==> src/rtl/packet_builder_pkg.sv <==
// Shared definitions for the write-packet format.
// Used by packet_builder and by any receiver-side checker decoding the packets.
// Packet layout: [3:0] header, [11:4] address, [27:12] data, [31:28] sequence.
package packet_builder_pkg;

  localparam logic [3:0] HDR_WRITE = 4'hE;

  localparam int unsigned HDR_LSB  = 0;
  localparam int unsigned HDR_W    = 4;
  localparam int unsigned ADDR_LSB = 4;
  localparam int unsigned ADDR_W   = 8;
  localparam int unsigned DATA_LSB = 12;
  localparam int unsigned DATA_W   = 16;
  localparam int unsigned SEQ_LSB  = 28;
  localparam int unsigned SEQ_W    = 4;
  localparam int unsigned PKT_W    = 32;

  // Field order is MSB first, so this struct maps exactly onto the layout above.
  typedef struct packed {
    logic [SEQ_W-1:0]  seq;
    logic [DATA_W-1:0] data;
    logic [ADDR_W-1:0] addr;
    logic [HDR_W-1:0]  hdr;
  } pkt_t;

  function automatic pkt_t encode_write(input logic [SEQ_W-1:0]  seq,
                                        input logic [ADDR_W-1:0] addr,
                                        input logic [DATA_W-1:0] data);
    pkt_t p;
    p.seq  = seq;
    p.data = data;
    p.addr = addr;
    p.hdr  = HDR_WRITE;
    return p;
  endfunction

endpackage

==> src/rtl/packet_fifo.sv <==
// Synchronous FIFO holding encoded packets.
// Ports:
//   clk, rst_n   : clock, asynchronous active-low reset
//   push, wdata  : write request (ignored when full)
//   pop          : read request (ignored when empty)
//   rdata        : head entry from storage, zero when empty
//   full, empty  : status derived from the registered count
//   count        : number of stored entries, 0..DEPTH
module packet_fifo #(
  parameter int unsigned DEPTH = 4,
  parameter int unsigned WIDTH = 32
) (
  input  logic                     clk,
  input  logic                     rst_n,
  input  logic                     push,
  input  logic                     pop,
  input  logic [WIDTH-1:0]         wdata,
  output logic [WIDTH-1:0]         rdata,
  output logic                     full,
  output logic                     empty,
  output logic [$clog2(DEPTH):0]   count
);

  localparam int unsigned AW = $clog2(DEPTH);
  localparam int unsigned CW = AW + 1;

  logic [WIDTH-1:0] mem [DEPTH];
  logic [AW-1:0]    wptr;
  logic [AW-1:0]    rptr;
  logic [CW-1:0]    cnt;
  logic             do_push;
  logic             do_pop;

  assign full    = (cnt == CW'(DEPTH));
  assign empty   = (cnt == '0);
  assign do_push = push && !full;
  assign do_pop  = pop && !empty;
  assign count   = cnt;
  assign rdata   = empty ? '0 : mem[rptr];

  // DEPTH is a power of two, so natural pointer overflow is the modulo wrap.
  always_ff @(posedge clk or negedge rst_n) begin
    if (!rst_n) begin
      wptr <= '0;
      rptr <= '0;
      cnt  <= '0;
    end else begin
      if (do_push) wptr <= wptr + AW'(1);
      if (do_pop)  rptr <= rptr + AW'(1);
      case ({do_push, do_pop})
        2'b10:   cnt <= cnt + CW'(1);
        2'b01:   cnt <= cnt - CW'(1);
        default: cnt <= cnt;
      endcase
    end
  end

  always_ff @(posedge clk) begin
    if (do_push) mem[wptr] <= wdata;
  end

endmodule

==> src/rtl/packet_builder.sv <==
// Encodes RAM write requests into 32-bit packets and buffers them in a FIFO.
// Ports:
//   clk, rst_n          : clock, asynchronous active-low reset
//   in_valid, in_ready  : request handshake (in_ready from registered state only)
//   in_addr, in_data    : request address (8b) and data (16b)
//   out_valid, out_ready: packet handshake
//   packet_out          : head packet, zero when no packet is buffered
//   level               : number of buffered packets
module packet_builder
  import packet_builder_pkg::*;
#(
  parameter int unsigned DEPTH = 4
) (
  input  logic                   clk,
  input  logic                   rst_n,
  input  logic                   in_valid,
  output logic                   in_ready,
  input  logic [ADDR_W-1:0]      in_addr,
  input  logic [DATA_W-1:0]      in_data,
  output logic                   out_valid,
  input  logic                   out_ready,
  output logic [PKT_W-1:0]       packet_out,
  output logic [$clog2(DEPTH):0] level
);

  logic             accept;
  logic             full;
  logic             empty;
  logic [SEQ_W-1:0] seq;
  pkt_t             pkt;

  assign in_ready  = !full;
  assign out_valid = !empty;
  assign accept    = in_valid && in_ready;

  always_comb begin
    pkt = encode_write(seq, in_addr, in_data);
  end

  always_ff @(posedge clk or negedge rst_n) begin
    if (!rst_n) begin
      seq <= '0;
    end else if (accept) begin
      seq <= seq + SEQ_W'(1);
    end
  end

  packet_fifo #(
    .DEPTH (DEPTH),
    .WIDTH (PKT_W)
  ) u_fifo (
    .clk   (clk),
    .rst_n (rst_n),
    .push  (accept),
    .pop   (out_ready),
    .wdata (pkt),
    .rdata (packet_out),
    .full  (full),
    .empty (empty),
    .count (level)
  );

endmodule

==> config.mk <==
export PLATFORM = sky130hd
export DESIGN_NAME = packet_builder
export DESIGN_NICKNAME = d
export VERILOG_FILES = /design/src/rtl/packet_builder_pkg.sv /design/src/rtl/packet_fifo.sv /design/src/rtl/packet_builder.sv
export SDC_FILE = /design/constraint.sdc
export NUM_CORES = 1
export LEC_CHECK = 0
export ABC_AREA = 1
export ABC_CLOCK_PERIOD_IN_PS = 4400
export CAP_MARGIN = 10
export CORE_UTILIZATION = 57
export CTS_CLUSTER_DIAMETER = 100
export CTS_CLUSTER_SIZE = 16
export DETAILED_ROUTE_END_ITERATION = 16
export PLACE_DENSITY_LB_ADDON = 0.3
export REMOVE_ABC_BUFFERS = 1
export SLEW_MARGIN = 10
export SYNTH_ARGS = -nofsm -noshare
export SYNTH_HDL_FRONTEND = slang
export SYNTH_SLANG_ARGS = --single-unit
==> constraint.sdc <==
create_clock -name clk -period 4.4 [get_ports clk]
set_input_delay 1.1 -clock clk [delete_from_list [all_inputs] [get_ports clk]]
set_output_delay 1.1 -clock clk [all_outputs]
set_load 0.01 [all_outputs]
# Word level (Yosys, flattened, before mapping)

Memory sizes are Yosys's and may differ from the RTL's.
Cells that the tools add are included.

Flip-flop bits (word level): 11
Latch bits: 0
Bits in writable memories: 112
Bits in read-only memories: 0
Input port bits: 28
Output and inout bits: 37
Word-level logic and storage cells: 24
Memories kept: 1

Memories:

| name       | words | bits a word | rd ports | clocked after memory_dff | write ports | line              | RTL |
|---|---|---|---|---|---|---|---|
| u_fifo.mem | 4     | 28          | 1        | 0                        | 1           | packet_fifo.sv:27 | `logic [WIDTH-1:0] mem [DEPTH];` |

Add/subtract/negate cells: 5
Multiply operators: 0
Div/mod/pow operators: 0
$lt $le $gt $ge: 0
Eq/ne operators: 3
Shifts and indexed selects: 0
Muxes and demuxes: 4
Bitwise gates (word level): 0
Reduce and logical (&&, ||, !) cells: 7

Operators by type and width:

| operator            | count |
|---|---|
| $mux 32             | 1 |
| $pmux 3 s2          | 1 |
| $add 2x1->2 const B | 2 |
| $add 4x1->4 const B | 1 |
| $add 3x1->3 const B | 1 |
| $eq 3x3->1 const B  | 1 |
| $logic_and 1x1->1   | 3 |
| $logic_not 3->1     | 1 |
| $sub 3x1->3 const B | 1 |
| $eq 2x1->1 const B  | 1 |
| $eq 2x2->1 const B  | 1 |
| $logic_not 1->1     | 2 |
| $mux 1              | 2 |
| $reduce_bool 2->1   | 1 |

# Depth between registers and ports, before layout

Depth after elaboration: 6
Gate-level depth with buffers: 12
Gate-level depth less buffers: 12

# Cells and area by module

From an unflattened synthesis, not the netlist that was laid out.

Cells, all modules: 590
Area total of the unflattened synthesis: 6,088.3 um^2

Modules (own cells, without submodules):

| module         | instances | cells each | area an instance (um^2) | sequential area each (um^2) |
|---|---|---|---|---|
| packet_fifo    | 1         | 563        | 5,870.6                 | 4,018.9 |
| packet_builder | 1         | 27         | 217.7                   | 100.1 |

# Worst setup path after synthesis

No wires, ideal clock.

Kind: input to register
Start point: input in_valid
End point: memory u_fifo.mem[0][0] (netlist bit) (enable)
Setup time: 413 ps
Arrival time: 2,544 ps
Data required time: 3,987 ps
Setup slack: 1,444 ps
Stages on the path: 3
Path buffers: 1
Path through: nand2_1 -> buf_4 -> nor2_1

Cells in the longest elaborated chain, start to end: 4

RTL lines:

| item                         | line                 | RTL |
|---|---|---|
| from (decl)                  | packet_builder.sv:16 | `input logic in_valid,` |
| $logic_and 1x1->1            | packet_builder.sv:34 | `assign accept = in_valid && in_ready;` |
| $logic_and 1x1->1            | packet_fifo.sv:36    | `assign do_push = push && !full;` |
| $mux 1                       | packet_fifo.sv:59    | `if (do_push) mem[wptr] <= wdata;` |
| $mux 1 (not written as such) | packet_fifo.sv:59    |  |
| to (decl)                    | packet_fifo.sv:27    |  |

No other way between the ends.

# Final worst setup path

Start point: register u_fifo.rptr[0]
End point: output packet_out[21]

Cells in the longest elaborated chain, start to end: 2

RTL lines:

| item                   | line                 | RTL |
|---|---|---|
| from (decl)            | packet_fifo.sv:29    | `logic [AW-1:0] rptr;` |
| from (signal assigned) | packet_fifo.sv:49    | `if (do_pop) rptr <= rptr + AW'(1);` |
| $mem_v2 4x28           | --                   |  |
| $mux 32                | packet_fifo.sv:39    | `assign rdata = empty ? '0 : mem[rptr];` |
| to (decl)              | packet_builder.sv:22 | `output logic [PKT_W-1:0] packet_out,` |

No other way between the ends.

==> results.yml <==
status:
  status: "finished clean"
synthesis:
  synth_edf_count: 112
  postSynthAreaPerCell_um2: 10.3
  synth.most_common_cell: "nand2_1"
  synthCells: 529
  syn_area_mm2: 0.00545
  synth_common_cells: "nand2_1, inv_1, edfxtp_1"
  yosysTopAreaCell: "edfxtp_1"
  yosys-top-cells-area: "edfxtp_1, nand2_1, inv_1, nand3_1, dfrtp_1"
  synth-main-ff-cell: "edfxtp_1"
  synth_top_area_share_pct: 61.7
  yosysSeqAreaShare_pct: 66.8
  yosys_warnings: 0
  ys_types: 18
  async_flop_share_pct: 8.94
  ys_seq_elements: 123
worst_setup_path:
  critPathKind: "reg -> out"
  start_kind: "register"
  crit_fanout: 57
  critPathArrivalTime_ns: 2.83
  reg2regPathDepth: 10
  crit_path_end_kind: "primary output"
  required_ns: 3.30
clock_tree:
  clockBufferDepth: 2
  cts_num_sinks: 123
  h-tree-depth: 4
  cts_tree: "built"
  clk_latency_ns: 0.51
  cts_resized: 0
  cts_hold_buf: 0
  clk_pin_slew_worst_paths_ns: 0.05
  cts_made_buffers: 17
  clockRootBuffer: "clkbuf_8"
  post-cts-setup-buffers: 0
routing:
  wire_per_inst_um: 14.9
  drc: 0
  vias: 3692
  drt_first_pass_iters: 5
  routed_wl_mm: 10.9
  drtIter0Drc: 276
  viasPerCell: 5.06
  ant_nets: 0
sta:
  finalHoldViolations: 0
  relSlewSlack_pct: 36.0
  fin_worst_skew_ns: 0.00558
  finalMaxSlewViolations: 0
  worstMarginPinSlew_ns: 0.959
  min_period_ns: 3.93
  rsz0062_at_grt: "no"
  fin_crit_sh_pct: 89.2
  max_clock_freq_ghz: 0.255
  setup_viol: 0
  timing.setup.tns_ns: 0
global_routing:
  grt_pass1_vias: 3733
  grt_first_pass_wirelength_mm: 17.5
  grt.overflow.total: 0
  antenna_found_initial: 0
  grt_max_degree: 58
  track_usage_pct: 23.7
run:
  cap_violations: 0
floorplanning:
  ios: 65
  core_region_area_mm2: 0.00924
  initial_utilization_pct: 59.0
  die_h_um: 99.8
  die_w_um: 99.8
  die-area_mm2: 0.00996
  rows: 35
placed_design:
  dp.cells: 698
  io_buffers: 63
  place_hpwl_mm: 6.04
  gp_congestion: 0.747
worst_hold_path:
  min_path_type: "reg -> reg"
  hold_depth: 1
cells_and_area:
  antenna_cells: 0
  final_nets: 623
  n_fill_cell: 614
  area_delta_synth_final_pct: 23.0
  final_layout_size_suffix_gt1_share_pct: 6.32
  fin_cells: 730
power_and_ir_drop:
  p_leak_nw: 2.96
  peakVddDrop_mv: 0.614
  power_density_mw_per_mm2: 735
[layout by cell type (no fill, tap or decap), types with 2 or more instances in the layout]
master	n
buf_4	2
nand3_1	58
a21oi_1	28
clkbuf_16	16
clkinv_2	3
clkdlybuf4s50_1	63
ha_1	6
clkbuf_8	5
inv_1	128
edfxtp_1	112
clkbuf_1	3
xnor2_1	3
nor2_4	4
dfrtp_1	10
bufinv_16	3
nand4_1	2
o21ai_0	3
nand2_1	143
inv_2	3
[cell families after synthesis]
| logic type | synth area share, % |
|---|---|
| other | 0.0688 |
| DFF | 66.8 |
| and+or+nand+nor | 15.7 |
| xor gates and xnor gates | 0.482 |
| buffers and inverters | 12.4 |
| adders and majority gates | 1.74 |
| AOI/OAI and AO/OA | 2.85 |
[report_power, final]
group | total [mW] | internal [mW] | switching, mW
Combinational | 1.82 | 0.774 | 1.05
Sequential | 1.72 | 1.58 | 0.139
Clock | 1.38 | 0.918 | 0.466
Total | 4.93 | 3.27 | 1.65
[routing by layer]
layer / routed length (um) / up-vias / global-route usage (%) / part of all wire, %
li1: - / 1777 / - / -
met1: 4560 / 1755 / 29.1 / 42
met2: 5540 / 132 / 40.2 / 51
met3: 547 / 28 / 4.60 / 5.0
met4: 249 / 0 / 12.3 / 2.3
met5: 0 / - / 0 / 0
[registers in the layout, summed over array words and instances, names as in the netlist]
| register | cells |
|---|---|
| seq | 4 |
| u_fifo.count | 3 |
| u_fifo.mem | 112 |
| u_fifo.rptr | 2 |
| u_fifo.wptr | 2 |
[through the flow]
step	hold slack [ns]	instance area (um2)	total power, mW	setup WS, ns	utilization [%]
floorplan	0.499	5270	2.67	1.03	-
global placement	0.512	6110	3.49	1.13	66.1
detailed placement	0.510	6110	3.55	1.07	66.1
CTS	0.534	6700	4.95	0.521	72.6
global route	0.553	6700	5.20	0.333	72.6
finish	0.527	6700	4.93	0.474	72.6
[cell type report]
class	count	area (um2)	share of cell area, %
sequential	123	3640	54.3
inverter	131	492	7.33
tap	129	161	2.41
multi-input combinational	250	1170	17.4
clock inverter	8	116	1.74
clock buffer	24	480	7.17
timing repair buffer	65	646	9.63
[path summary, 6_finish.rpt]
path | start | endpoint | slack (ns)
setup / recovery | u_fifo.rptr[0] | packet_out[21] | 0.47
hold / removal | u_fifo.count[0] | u_fifo.count[0] | 0.53
min in group asynchronous | rst_n | u_fifo.count[0] | 0.95
max in group asynchronous | rst_n | u_fifo.rptr[0] | 3.06
setup reg to reg | u_fifo.count[1] | u_fifo.count[2] | 2.13
hold reg to reg | u_fifo.count[0] | u_fifo.count[0] | 0.53
[worst max-delay path: stages, from the launching register on]
cell	delay [ns]
dfrtp_2	0.65
inv_2	0.50
nand2_1	0.20
nand3_1	0.10
a21oi_1	0.26
clkdlybuf4s50_1	0.58
(Power assumes the default switching activity.)
